**src/rtl/mandel_pkg.sv**
```systemverilog
// Shared types and helpers for the mandelbrot counter streamer.
package mandel_pkg;

    // Streamer FSM: wait for data, move FIFO head to the output register, present nibbles.
    typedef enum logic [1:0] {
        StIdle,
        StLoad,
        StShow
    } stream_state_e;

    // Edge-detector blind cycles after reset release.
    localparam int unsigned ArmCycles = 3;

    // Number of 4-bit nibbles needed to carry a w-bit count.
    function automatic int unsigned nibbles(input int unsigned w);
        return (w + 3) / 4;
    endfunction

endpackage

```
**src/rtl/mandel_sync_fifo.sv**
```systemverilog
// Small synchronous FIFO with registered storage; read-first on simultaneous push and pop.
module mandel_sync_fifo #(
    parameter int unsigned WIDTH = 8,
    parameter int unsigned DEPTH = 4
) (
    input  logic                           clk,
    input  logic                           reset,
    input  logic                           push,
    input  logic                           pop,
    input  logic [WIDTH-1:0]               din,
    output logic [WIDTH-1:0]               dout,
    output logic                           full,
    output logic                           empty,
    output logic [$clog2(DEPTH+1)-1:0]     count
);

    localparam int unsigned AW = $clog2(DEPTH);
    localparam int unsigned CW = $clog2(DEPTH + 1);

    logic [WIDTH-1:0] mem_q [DEPTH];
    logic [WIDTH-1:0] mem_d [DEPTH];
    logic [AW-1:0]    rd_ptr_q, rd_ptr_d;
    logic [AW-1:0]    wr_ptr_q, wr_ptr_d;
    logic [CW-1:0]    count_q, count_d;
    logic             do_push;
    logic             do_pop;

    assign full  = (count_q == CW'(DEPTH));
    assign empty = (count_q == '0);
    assign count = count_q;
    // Head is read straight from storage, so a same-cycle push never bypasses into dout.
    assign dout  = mem_q[rd_ptr_q];

    // Next-state for pointers, occupancy and storage; a pop frees a slot for a push at full.
    always_comb begin
        do_pop   = pop & ~empty;
        do_push  = push & (~full | do_pop);
        mem_d    = mem_q;
        rd_ptr_d = rd_ptr_q;
        wr_ptr_d = wr_ptr_q;
        count_d  = count_q;
        if (do_push) begin
            mem_d[wr_ptr_q] = din;
            wr_ptr_d        = wr_ptr_q + AW'(1);
        end
        if (do_pop) begin
            rd_ptr_d = rd_ptr_q + AW'(1);
        end
        unique case ({do_push, do_pop})
            2'b10:   count_d = count_q + CW'(1);
            2'b01:   count_d = count_q - CW'(1);
            default: count_d = count_q;
        endcase
    end

    // Pointer and occupancy registers.
    always_ff @(posedge clk) begin
        if (reset) begin
            rd_ptr_q <= '0;
            wr_ptr_q <= '0;
            count_q  <= '0;
        end else begin
            rd_ptr_q <= rd_ptr_d;
            wr_ptr_q <= wr_ptr_d;
            count_q  <= count_d;
        end
    end

    // Storage array; contents are don't-care while empty, so it carries no reset.
    always_ff @(posedge clk) begin
        mem_q <= mem_d;
    end

endmodule

```
**src/rtl/mandel_ctr_streamer.sv**
```systemverilog
// Buffers finished iteration counts and streams them to a slow host one nibble per toggle.
module mandel_ctr_streamer
    import mandel_pkg::*;
#(
    parameter int unsigned CTRWIDTH = 7,
    parameter int unsigned DEPTH    = 4
) (
    input  logic                           clk,
    input  logic                           reset,
    input  logic [CTRWIDTH-1:0]            ctr_in,
    input  logic                           ctr_valid,
    input  logic                           frame_start,
    input  logic                           host_step,
    output logic [3:0]                     out_nibble,
    output logic                           out_valid,
    output logic                           out_first,
    output logic                           overflow,
    output logic [$clog2(DEPTH+1)-1:0]     fill
);

    localparam int unsigned NIBBLES = nibbles(CTRWIDTH);
    localparam int unsigned PIXW    = NIBBLES * 4;
    localparam int unsigned IDXW    = (NIBBLES > 1) ? $clog2(NIBBLES) : 1;
    localparam int unsigned ENTW    = CTRWIDTH + 1;

    stream_state_e      state_q, state_d;
    logic [IDXW-1:0]    idx_q, idx_d;
    logic [PIXW-1:0]    pix_q, pix_d;
    logic               first_q, first_d;
    logic               overflow_q, overflow_d;
    logic               sync1_q, sync1_d;
    logic               sync2_q, sync2_d;
    logic               prev_q, prev_d;
    logic               step_q, step_d;
    logic [1:0]         arm_cnt_q, arm_cnt_d;
    logic               armed;

    logic               fifo_pop;
    logic [ENTW-1:0]    fifo_din;
    logic [ENTW-1:0]    fifo_dout;
    logic               fifo_full;
    logic               fifo_empty;
    logic [3:0]         nib_sel;

    assign fifo_din = {frame_start, ctr_in};

    mandel_sync_fifo #(
        .WIDTH (ENTW),
        .DEPTH (DEPTH)
    ) u_fifo (
        .clk   (clk),
        .reset (reset),
        .push  (ctr_valid),
        .pop   (fifo_pop),
        .din   (fifo_din),
        .dout  (fifo_dout),
        .full  (fifo_full),
        .empty (fifo_empty),
        .count (fill)
    );

    // Synchronizer, arming counter and registered toggle detector for the host pin.
    always_comb begin
        armed     = (arm_cnt_q == 2'(ArmCycles));
        arm_cnt_d = armed ? arm_cnt_q : arm_cnt_q + 2'd1;
        sync1_d   = host_step;
        sync2_d   = sync1_q;
        prev_d    = sync2_q;
        // prev keeps tracking while disarmed so toggles in the blind window are lost, not deferred.
        step_d    = armed & (sync2_q != prev_q);
    end

    // Sticky drop flag: pixel arrives at a full FIFO that is not popping this cycle.
    always_comb begin
        overflow_d = overflow_q | (ctr_valid & fifo_full & ~fifo_pop);
    end

    // Streamer FSM next-state; steps outside SHOW are discarded.
    always_comb begin
        state_d  = state_q;
        idx_d    = idx_q;
        pix_d    = pix_q;
        first_d  = first_q;
        fifo_pop = 1'b0;
        unique case (state_q)
            StIdle: begin
                if (!fifo_empty) begin
                    state_d = StLoad;
                end
            end
            StLoad: begin
                fifo_pop = 1'b1;
                pix_d    = PIXW'(fifo_dout[CTRWIDTH-1:0]);
                first_d  = fifo_dout[CTRWIDTH];
                idx_d    = '0;
                state_d  = StShow;
            end
            StShow: begin
                if (step_q) begin
                    if (idx_q == IDXW'(NIBBLES - 1)) begin
                        state_d = fifo_empty ? StIdle : StLoad;
                    end else begin
                        idx_d = idx_q + IDXW'(1);
                    end
                end
            end
            default: state_d = StIdle;
        endcase
    end

    // All state registers, synchronously reset.
    always_ff @(posedge clk) begin
        if (reset) begin
            state_q    <= StIdle;
            idx_q      <= '0;
            pix_q      <= '0;
            first_q    <= 1'b0;
            overflow_q <= 1'b0;
            sync1_q    <= 1'b0;
            sync2_q    <= 1'b0;
            prev_q     <= 1'b0;
            step_q     <= 1'b0;
            arm_cnt_q  <= '0;
        end else begin
            state_q    <= state_d;
            idx_q      <= idx_d;
            pix_q      <= pix_d;
            first_q    <= first_d;
            overflow_q <= overflow_d;
            sync1_q    <= sync1_d;
            sync2_q    <= sync2_d;
            prev_q     <= prev_d;
            step_q     <= step_d;
            arm_cnt_q  <= arm_cnt_d;
        end
    end

    // Output nibble mux; outputs are forced to zero outside SHOW.
    always_comb begin
        nib_sel = 4'd0;
        for (int k = 0; k < NIBBLES; k++) begin
            if (idx_q == IDXW'(k)) begin
                nib_sel = pix_q[4*k +: 4];
            end
        end
        out_valid  = (state_q == StShow);
        out_nibble = out_valid ? nib_sel : 4'd0;
        out_first  = out_valid & first_q;
        overflow   = overflow_q;
    end

endmodule

```
**config.mk**
```make
export PLATFORM = sky130hd
export DESIGN_NAME = mandel_ctr_streamer
export DESIGN_NICKNAME = d
export VERILOG_FILES = /design/src/rtl/mandel_pkg.sv /design/src/rtl/mandel_sync_fifo.sv /design/src/rtl/mandel_ctr_streamer.sv
export SDC_FILE = /design/constraint.sdc
export NUM_CORES = 1
export LEC_CHECK = 0
export ABC_CLOCK_PERIOD_IN_PS = 2300
export BUFFER_PORTS_ARGS = -buffer_cell sky130_fd_sc_hd__clkbuf_2
export CAP_MARGIN = 5
export CELL_PAD_IN_SITES_DETAIL_PLACEMENT = 0
export CELL_PAD_IN_SITES_GLOBAL_PLACEMENT = 1
export CORE_UTILIZATION = 50
export CTS_BUF_LIST = sky130_fd_sc_hd__clkbuf_4 sky130_fd_sc_hd__clkbuf_8
export DETAILED_ROUTE_END_ITERATION = 8
export GPL_TIMING_DRIVEN = 1
export PLACE_DENSITY_LB_ADDON = 0.05
export SLEW_MARGIN = 20
export SYNTH_ARGS = -nofsm -noshare
export SYNTH_HDL_FRONTEND = slang
export SYNTH_HIERARCHICAL = 1
export SYNTH_SLANG_ARGS = --single-unit
export TNS_END_PERCENT = 1
```
**constraint.sdc**
```tcl
create_clock -name clk -period 2.3 [get_ports clk]
set_input_delay 0.23 -clock clk [delete_from_list [all_inputs] [get_ports clk]]
set_output_delay 0.23 -clock clk [all_outputs]
set_load 0.05 [all_outputs]
```
==> results of run 1 <==
==> registers in the layout, summed over array words and instances (netlist names) <==
register / cells
idx_q: 1
state_q: 2
prev_q: 1
u_fifo/count: 3
u_fifo/wr_ptr_q: 2
overflow: 1
u_fifo/mem_q: 32
u_fifo/rd_ptr_q: 2
arm_cnt_q: 2
step_q: 1
prev_d: 1
pix_q: 7
first_q: 1
sync1_q: 1
==> cell usage in the layout (no fill, tap or decap), drive strengths merged, types with 6 or more instances in the layout <==
master and instances:
edfxtp 32, clkbuf 32, dfxtp 25, nand2 18
nor2 14, a21oi 12, inv 9, mux4 8
ha 6
==> logic make-up after synthesis <==
group                      synth area share
buffers and inverters               0.03414
adders and majority gates           0.04119
DFF                                  0.6331
AOI/OAI and AO/OA                   0.05312
and+or+nand+nor                      0.1133
xor gates and xnor gates            0.01897
muxes                                0.1062
==> per-layer routing <==
layer / part of all wire / routed length (um)
met5: 0 / 0
met4: 0.019 / 68
met1: 0.46 / 1665
met2: 0.48 / 1715
met3: 0.041 / 148
==> area by class of cell <==
cell class / count / area, um2 / area share
sequential: 57 / 1464 / 0.5511
multi-input combinational: 95 / 768.2 / 0.2892
clock buffer: 11 / 138.9 / 0.05228
timing repair buffer: 25 / 135.1 / 0.05087
tap: 52 / 65.06 / 0.02449
clock inverter: 5 / 46.29 / 0.01743
inverter: 10 / 38.79 / 0.01460
==> final timing paths <==
check,endpoint,slack (ps),cells past startpoint
setup / recovery,u_fifo/count[2],120,9
hold / removal,sync1_q,120,2
setup reg to reg,u_fifo/count[2],120,9
hold reg to reg,prev_d,440,1
==> worst register-to-register path, stage by stage, from the launching register on <==
cell and delay, ps:
dfxtp_2 370, nor3b_2 220, a21boi_2 90, inv_1 60
ha_1 180, inv_1 60, fa_1 380, xor2_1 170
or3_2 420, a21oi_1 150
==> metrics by stage <==
step	area, um2	setup WS [ps]
floorplan	2311	14.81
finish	2656	121.6
detailed placement	2471	122.8
CTS	2656	110.6
global route	2656	44.86
global placement	2471	237.3
==> report_power, final <==
group	switching [mW]	internal, mW	leakage, nW
clock	0.356	0.511	0.0967
sequential	0.0748	1.18	0.499
combinational	0.276	0.186	0.387
==> results summary, run 1 <==
Of the post-synthesis cell area, the dominant cell type holds 0.4163. The tree is rooted in a clkbuf_8. The kind of end point of the critical path is a flip-flop.

The final routed wirelength across all metal layers came out at 3598 um. The commonest cells after synthesis are edfxtp_1 (32), dfxtp_1 (25), nand2_1 (17). The most critical setup path has its startpoint at u_fifo/count[2]. The worst-case clock skew is a little over 7 ps. After floorplanning, the core was divided into 24 placement rows. The area of the mapped netlist came out at about 0.0023 mm2.

The max-slew violation count is 0. Setup repair after global routing left no endpoint under its margin. The overall power of the completed layout came out at 2.581 mW.

The total negative slack for setup checks is 0 ps. In this design, the stage delay of the slowest critical-path cell is 420 ps. The critical hold path startpoint is host_step. Along the worst path, the maximum fanout reaches 6. The fraction of met3 tracks used by global routing came out at 0.06494. The first routing iteration left 65 violations. The clock buffer count from CTS is 9. The total leakage power is between 0.9 and 1 nW. The data arrival time of the worst path came out at roughly 2400 ps.

The post-synthesis cell count came out at roughly 170. The via total after detailed routing came out at approximately 1300. The number of nets in the finished design came out at ~220.

The number of antenna diodes is 0. Across all hold checks on the routed design, the worst slack comes to 122.9 ps. The die covers just under 0.005 mm2. 22 I/O pins were placed. For met2 alone, demand over resource in global routing was 0.2585. Counting tap cells, the placed design contains a total of 239 instances.

The number of filler instances in the final layout came out at about 340. The non-filler instance count after layout came out at ~260. In this run the remaining antenna-violating nets after routing total 0. The via count of the first global-routing pass is 1269. The H-tree level count is 3. For this run, the register share of the synthesized area comes to 0.6331.

The dominant cell type by count on the critical path is inv_1. Max-cap violations in this run came to 0. The final worst-path cycle share came out at 0.9471. The detailed-route wire length per cell came out at 14.11 um. Ranked by total cell area, the synthesized netlist is headed by edfxtp_1 (42%), dfxtp_1 (22%), mux4_2 (7.8%).

The worst setup path is launched from a flip-flop. The cell class contributing the biggest share of worst-path delay is simple AND/OR/NAND/NOR gates. Yosys instantiated no cell more often than edfxtp_1. The worst hold path belongs to the class in2reg. The core occupancy in the finished layout is 0.6059.

In the synthesized netlist the async set-or-reset flop fraction comes to 0. TritonCTS built the clock tree. The initial standard-cell utilization of the core is 0.5265. The number of hold violations in the final report is 0. The global-route met1 utilization is 0.2197. For the pin with the worst max-slew slack, the measured transition is 611.7 ps. The data required time of the worst path came out at about 2500 ps. In this run, post-CTS hold repair placed 0 buffers. The number of nets produced by synthesis came out at ~190. The total congestion overflow after global routing is 0. The maximum clock insertion buffer count is 2.

The count of TritonRoute iterations in the first routing pass is 4. For this run, the leading register cell type out of synthesis is edfxtp_1. The proportion of layout cells with a drive suffix above 1 is 0.3153. The average cell area after synthesis is 13.66 um2. The number of buffers added for setup after CTS came out at 0.

The final critical path time including I/O delays and setup is 2178 ps. The count of buffers from port buffering came out at 21. The initial antenna violation count is 0. The layer flagged by global routing as most heavily used is met2. The yosys synthesis warning count came out at 6. The signal on the critical path passes through nor3b_2 > a21boi_2 > inv_1 > ha_1 > inv_1 > fa_1 > xor2_1 > or3_2 > a21oi_1.

The count of endpoints failing setup in the final report came out at 0. The largest individual stage delay along the critical path comes from the cell or3_2. The clock-pin slew on the worst setup and hold paths came out at about 60 ps. The power per standard cell area came out at ~1000 mW/mm2.

The flow ran to the end, and the final reports show no timing, DRC or antenna violations. The insertion delay of the later-clocked pin in the worst-skew pair came out at ~330 ps. The area growth from synthesis to layout is 15.07%. The cell type with the highest aggregate area in the netlist is edfxtp_1.

The vertical die dimension came out at 69.95 um. The DRC violation count after routing is 0. The number of gates resized after cts came out at 0. The standard cell core area is about 0.0044 mm2.

The number of flip-flops and latches in the synthesized netlist is 57. The number of synthesized flops with an enable pin is 32. The die width came out at about 70 um. The weighted congestion at the end of routability-driven global placement is between 0.7 and 0.8.

The netlist uses 37 different library cells. After detailed routing, the number of vias per cell comes to 5.208. Summed over all nets, the half-perimeter wirelength after detailed placement is approximately 2500 um. The startpoint-to-endpoint class of the critical path is reg2reg.

The total track usage is 0.1735. The worst-case IR drop observed on VDD is about 0.0005 V. The largest net degree at the start of global routing came out at 28. In this run the critical register-to-register path is launched from u_fifo/count[2]. The number of sinks on the clock net is 57. The maximum frequency from static timing analysis came out at roughly 460 MHz. The combined buffer and inverter count along the critical path is 2. Measured against its own limit, the worst slew margin works out to 0.5916. The wire length of the first global-routing pass is between 6000 and 7000 um.
Note: power is estimated with default switching activity, not from simulation.
==> run 2: changes to the inputs <==
Settings changed: CORE_UTILIZATION 50 to 45.
==> run 2 against run 1 <==
Effect of this change:
- cell area grew 1.6%
- final cell count grew 5.9%
- power grew 3.0%
- die area grew 11%
- worst setup slack gained 2.7 ps
- critical endpoint unchanged
==> results summary, run 2 (synthesized netlist as in run 1, its figures left out) <==
The count of TritonRoute iterations in the first routing pass came out at 4. The footprint of the multi-input gates came out at between 700 and 800 um2. The data arrival time of the worst path came out at between 2000 and 2500 ps.

The total negative slack for setup checks is 0 ps. The flip-flop and latch area came out at 0.001464 mm2. Of the total power, the share spent switching nets is 0.2840. The worst setup slack for register-to-register paths came out at 120 ps.

The initial antenna violation count came to 0. The power per standard cell area came out at 984.9 mW/mm2. The die width came out at 73.63 um. For this block, wires on met1 add up to 1829 um. Row generation in the floorplan step produced 25 rows. The number of sinks on the clock net is 57.

The largest register by flop count is u_fifo/mem_q. The initial standard-cell utilization of the core came out at 0.4792. STA puts the critical path data required time at approximately 2600 ps. The number of top-level design ports came out at 22. The end point of the most critical hold path is u_fifo/mem_q[4]. The count of endpoints failing setup in the final report came out at 0. TritonCTS built the clock tree. The worst register-to-register path ends at u_fifo/count[2]. Clock-pin slew was measured on the worst setup and hold paths at roughly 70 ps. In this run the tool buffered the top-level ports with 21 buffer cells. The worst vdd rail ir drop came out at 0.0005108 V. The repair_antennas step left the layout with diodes totalling 0. Max-cap violations in this run came to 0. The final critical path time including I/O delays and setup is between 2000 and 2500 ps. The slew of the pin with the lowest slew margin came out at 627.1 ps. Setup repair after global routing left no endpoint under its margin. The number of nets in the finished design came out at ~220.

The root buffer cell is clkbuf_8. The total track usage came out at 0.1664. The library cell used most frequently in the layout, excluding fill and tap cells, is edfxtp_1. The max-slew violation count came out at 0. The worst setup path is launched from a flip-flop. The part of the power in registers is 0.472. Dividing the final minimum period by the clock period gives 0.9459. The worst hold path belongs to the class in2reg.

The internal power came out at between 1.5 and 2 mW. The post-cts hold buffer count is 0. The power dissipated by switching net loads is between 0.7 and 0.8 mW. The maximum clock insertion buffer count came out at 2. In this run, placement finished with an instance count of about 250. The clock buffer count from CTS is 9.

The wire length of the first global-routing pass came out at between 6000 and 7000 um. The worst setup path is of the reg2reg kind. The number of hold violations in the final report is 0.

The later pin in the worst-skew pair is clocked with a latency of between 300 and 400 ps. The total area inside the core boundary comes to 0.004817 mm2. The HPWL reported at the end of detailed placement came out at between 2000 and 3000 um. Between clock sinks in the finished design, the worst skew comes to about 7.9 ps.

The vertical die dimension came out at between 70 and 80 um. The die area came out at 0.005421 mm2. Counting instances, the worst hold path has a depth of 1. The clock group share of total power came out at 0.352. The detail route stage leaves a number of antenna-violating nets equal to 0. The maximum net fanout on the critical path came out at 6. The detailed-route wire length per cell is between 10 and 15 um. The top routing layer in use is met4.

The maximum frequency from static timing analysis is approximately 460 MHz. The register with the most flip-flops in the layout has 32 of them. Across all layers, the routed design uses around 1300 vias. The part of the power in combinational logic came out at 0.176. The largest net degree at the start of global routing is 28. The non-filler instance count after layout is between 200 and 300. The worst setup path is captured at a flip-flop. The length of routed met2 wiring is around 1800 um. The number of filler instances in the final layout is 425. The area growth from synthesis to layout is 16.86%. The final routed wirelength across all metal layers is between 3000 and 4000 um. CTS built an H-tree with a depth of 3. After global routing the overflow that remains totals 0. In the routed design, unresolved DRC markers number 0. The congestion estimate from routability-driven global placement came to 0.7733. The worst register-to-register path begins at u_fifo/count[1]. In this run the most critical hold path is launched from ctr_in[4]. The DRC violation total after the first TritonRoute iteration is 81. The run finished with clean final reports.

The worst slew margin relative to its limit is 0.5814. The number of cell instances on the worst register-to-register path came out at 9. In the layout the commonest cells are edfxtp_1 (32), dfxtp_1 (23), clkbuf_2 (21), nand2_1 (17), nor2_1 (13). The total leakage power came out at ~1 nW. The vias per cell is around 4.8. The via count of the first global-routing pass is 1333. The met3 layer wire length in the routed design came out at roughly 110 um. Of the cells placed in the final design, the portion with a size suffix greater than 1 is 0.3300.
-- run 2: worst max path at each step --
stage	from	endpoint	slack (ps)	depth (start not counted)
6_report	u_fifo/count[1]	u_fifo/count[2]	120	9
4_1_cts	u_fifo/count[1]	u_fifo/count[2]	80	9
3_5_place_dp	u_fifo/count[1]	u_fifo/count[2]	80	9
2_1_floorplan	u_fifo/count[1]	u_fifo/count[2]	10	9
3_3_place_gp	u_fifo/count[0]	u_fifo/count[2]	230	9
5_1_grt	state_q[1]	u_fifo/count[2]	10	11
-- run 2: per-layer routing --
layer | vias up | track usage
li1 | 648 | -
met4 | 0 | 0.1218
met3 | 13 | 0.04527
met5 | - | 0
met1 | 621 | 0.2046
met2 | 22 | 0.2518
-- run 2: power by group through the flow --
stage | clock network, mW | logic (mW) | registers (mW)
final | 0.936 | 0.466 | 1.25
after detailed placement | 0 | 0.469 | 1.27
after floorplan | 0 | 0.324 | 1.29
after global placement | 0 | 0.456 | 1.27
after CTS | 0.956 | 0.472 | 1.25
after global routing | 0.991 | 0.515 | 1.27
-- run 2: worst max-delay path, cell delays in order (launching register included) --
cell and delay [ps]:
dfxtp_1 370, nor3b_4 230, a21boi_2 90, inv_1 60, ha_1 180, inv_1 60, fa_1 370, xor2_1 150
or3_2 410, a21oi_1 170
-- run 2: final cells by class --
| type | count | area share |
|---|---|---|
| well taps | 67 | 0.03108 |
| clock buffers | 11 | 0.05380 |
| flip-flops and latches | 57 | 0.5427 |
| clock inverters | 5 | 0.02087 |
| repair buffers | 25 | 0.05009 |
| multi-input cells | 95 | 0.2871 |
| inverters | 10 | 0.01438 |
-- run 2: metrics by stage --
| step | worst slack, ps | hold slack, ps | area [um2] | total power [mW] | utilization |
|---|---|---|---|---|---|
| 5_1_grt | 12.41 | 104.1 | 2698 | 2.773 | 0.5600 |
| 6_report | 124.4 | 107.7 | 2698 | 2.657 | 0.5600 |
| 4_1_cts | 79.58 | 92.05 | 2691 | 2.681 | 0.5587 |
| 3_5_place_dp | 83.06 | 432.3 | 2490 | 1.744 | 0.5169 |
| 2_1_floorplan | 14.81 | 328.9 | 2311 | 1.615 | - |
| 3_3_place_gp | 231.0 | 416.8 | 2490 | 1.724 | 0.5169 |
-- run 2: timing repair --
action                     CTS  global route
hold endpoints to repair     0             0
setup buffers                0             0
resized for setup            0             1
setup endpoints to repair    0             1
==> run 3: changes to the inputs <==
Settings changed: BUFFER_PORTS_ARGS -buffer_cell sky130_fd_sc_hd__clkbuf_2 to -buffer_cell sky130_fd_sc_hd__buf_4, REMOVE_ABC_BUFFERS from default to 1.
==> run 3 against run 2 <==
Effect of this change:
- critical path depth stayed put
- combinational power is 7.7% higher
- sequential share of layout area is 0.81 points lower
- critical endpoint unchanged
==> results summary, run 3 (synthesized netlist as in run 1, its figures left out) <==
The highest layer touched by signal routing is met4. The final worst-path cycle share is 0.9559. The number of filler instances in the final layout is 429. The initial standard-cell utilization of the core is 0.4792. The post-cts hold buffer count came out at 0. The weighted congestion at the end of routability-driven global placement is roughly 0.76.

The count of antenna-violating nets left after detailed routing came out at 0. Traced cell by cell, the critical path runs through nor3b_2 > a21boi_2 > inv_1 > ha_1 > inv_1 > fa_1 > xor2_1 > or3_2 > a21oi_1. The area growth from synthesis to layout came out at 18.43%.

The number of sinks on the clock net came out at 57. The most common cell after layout, fill and taps aside is edfxtp_1. The number of gates resized after cts came out at 0. In this run the cell area measured after placement is about 0.0026 mm2. For this design the ratio of total power to cell area is 938.9 mW/mm2. The standard cell core area is between 0.004 and 0.005 mm2. The sum of routed wire segments on met1 is approximately 1700 um. The DRC violation total after the first TritonRoute iteration came out at 69. The net switching fraction of the power is 0.3044. The longest individual stage delay on the worst path came out at approximately 400 ps. The worst slew margin relative to its limit came out at 0.5762. The proportion of layout cells with a drive suffix above 1 is 0.3268. After clock tree synthesis, the clock-pin slew on the worst setup and hold paths is approximately 70 ps. For flop-to-flop paths, the worst setup slack is 100 ps.

The footprint of the multi-input gates came out at around 770 um2. The worst setup path is captured at a flip-flop. The detailed-route wire length per cell came out at 14.25 um. The final routed wirelength across all metal layers is just under 4000 um. The count of endpoints failing setup in the final report is 0.

The HPWL reported at the end of detailed placement is about 2700 um. The via count of the first global-routing pass was 1292. The maximum frequency from static timing analysis came out at between 400 and 500 MHz. The type of origin of the critical path is a flip-flop.

The final design area excluding fillers came out at about 0.0027 mm2. The largest net degree at the start of global routing came out at 28. The flip-flop and latch area came out at approximately 0.0015 mm2. TritonCTS built the clock tree. The design draws around 2.6 mW. The data arrival time of the worst path is ~2500 ps.

The flow ran to the end, and the final reports show no timing, DRC or antenna violations. At the pin with the least slew margin, the transition time is about 630 ps. The library cells used most frequently in the layout, excluding fill and tap cells, are edfxtp_1 (32), buf_4 (27), dfxtp_1 (25), nand2_1 (17), nor2_1 (13). The via total after detailed routing is between 1000 and 1500. The number of antenna diodes is 0. OpenSTA, run right after detailed placement, puts the worst setup slack at 140.3 ps.

The number of hold violations in the final report came to 0. The total congestion overflow after global routing came out at 0. The data required time of the worst path came out at about 2600 ps. The path class of the tightest hold or removal check is in2reg. Setup repair after global routing left no endpoint under its margin. Of the total power, registers draw 0.484. The H-tree level count came out at 3. The max-slew violation count came out at 0. The critical path in this run is classified as reg2reg. The worst setup slack after layout came out at a little over 100 ps. The clock buffer count from CTS is 9. Summed over all cells, the static leakage comes to 0.9974 nW. The initial antenna violation count is 0. Post-CTS timing repair inserted 0 buffers for setup. The total track usage came out at 0.1649.

The dominant cell type by count on the critical path is inv_1. The die width is ~74 um. The count of TritonRoute iterations in the first routing pass is 4. The worst-case clock skew is 6.508 ps. The first global-routing pass estimated 6216 um of wire. Counting along the longest clock path gives a buffer depth of 2. The DRC violation count after routing is 0. The flip-flop count of the largest register, all copies and words added came out at 32. Internal power comes to ~1.8 mW. The final critical path time including I/O delays and setup is 2198 ps. The power dissipated by switching net loads is approximately 0.8 mW. The clock group share of total power came out at 0.321. The root buffer cell is clkbuf_8. For the worst-skew pair, the clock arrives at the later sink with an insertion delay of 330 ps. The vias per cell is slightly below 5. The length of routed met2 wiring came out at 1933 um.

The die area came out at about 0.0054 mm2. The core occupancy in the finished layout came out at 0.5675. The number of nets in the finished design came out at roughly 220.

In this run the count of I/O pins placed on the die edge is 22. The vertical die dimension is 73.63 um. More flip-flops sit in one register than any other, and that register is u_fifo/mem_q. Hold timing on the final database bottoms out at a slack of ~91 ps. The number of cell rows came out at 25. The count of buffers from port buffering is 21. Detailed routing placed a total of between 150 and 200 um of wire on met3. The part of the power in combinational logic is 0.196. Among all stages on the critical path, the largest delay is contributed by or3_2.

Across the run, the number of max-cap violations was 0. In this run the worst path has a maximum fanout of 6. IR analysis of the VDD net gives a maximum drop of around 0.0005 V.
-- run 3: changes by cell type in the layout (fill, tap and decap cells not counted), sizes merged --
cell,before,now
bufinv,1,0
clkinvlp,1,2
buf,4,27
clkbuf,32,9
inv,9,11
-- run 3: path summary, 6_finish.rpt --
kind | depth (start not counted) | from | endpoint
worst max-delay path | 9 | u_fifo/count[1] | u_fifo/count[2]
worst min-delay path | 1 | ctr_in[6] | u_fifo/mem_q[6]
worst max register to register | 9 | u_fifo/count[1] | u_fifo/count[2]
worst min register to register | 1 | sync1_q | prev_d
-- run 3: metal layers --
layer,global-route usage,vias up
met3,0.04938,7
met4,0.08333,0
met1,0.2064,627
met2,0.2599,26
met5,0,-
li1,-,656
-- run 3: cell type report --
| type | count | share of cell area |
|---|---|---|
| Clock buffer | 9 | 0.04531 |
| Clock inverter | 7 | 0.02014 |
| Inverter | 10 | 0.01419 |
| Multi-Input combinational cell | 95 | 0.2810 |
| Sequential cell | 57 | 0.5346 |
| Tap cell | 67 | 0.03066 |
| Timing Repair Buffer | 27 | 0.07414 |
-- run 3: critical path: cells and delay by family, from the launching register on --
kind | cells | cell delay, ps
compound gates | 2 | 270
xor+xnor | 1 | 160
fa+ha+maj | 2 | 550
buf+inv | 2 | 130
flops | 1 | 370
simple gates | 2 | 640
-- run 3: through the flow --
| stage | TNS, ps | instances |
|---|---|---|
| 2_1_floorplan | -171.1 | 162 |
| 3_3_place_gp | 0 | 256 |
| 3_5_place_dp | 0 | 256 |
| 4_1_cts | 0 | 272 |
| 5_1_grt | 0 | 272 |
| 6_report | 0 | 272 |
-- run 3: power groups by stage --
stage | Combinational, mW | Clock (mW) | Sequential, mW
2_1_floorplan | 0.291 | 0 | 1.30
3_3_place_gp | 0.492 | 0 | 1.26
3_5_place_dp | 0.502 | 0 | 1.27
4_1_cts | 0.507 | 0.851 | 1.24
5_1_grt | 0.555 | 0.893 | 1.25
6_report | 0.502 | 0.823 | 1.24
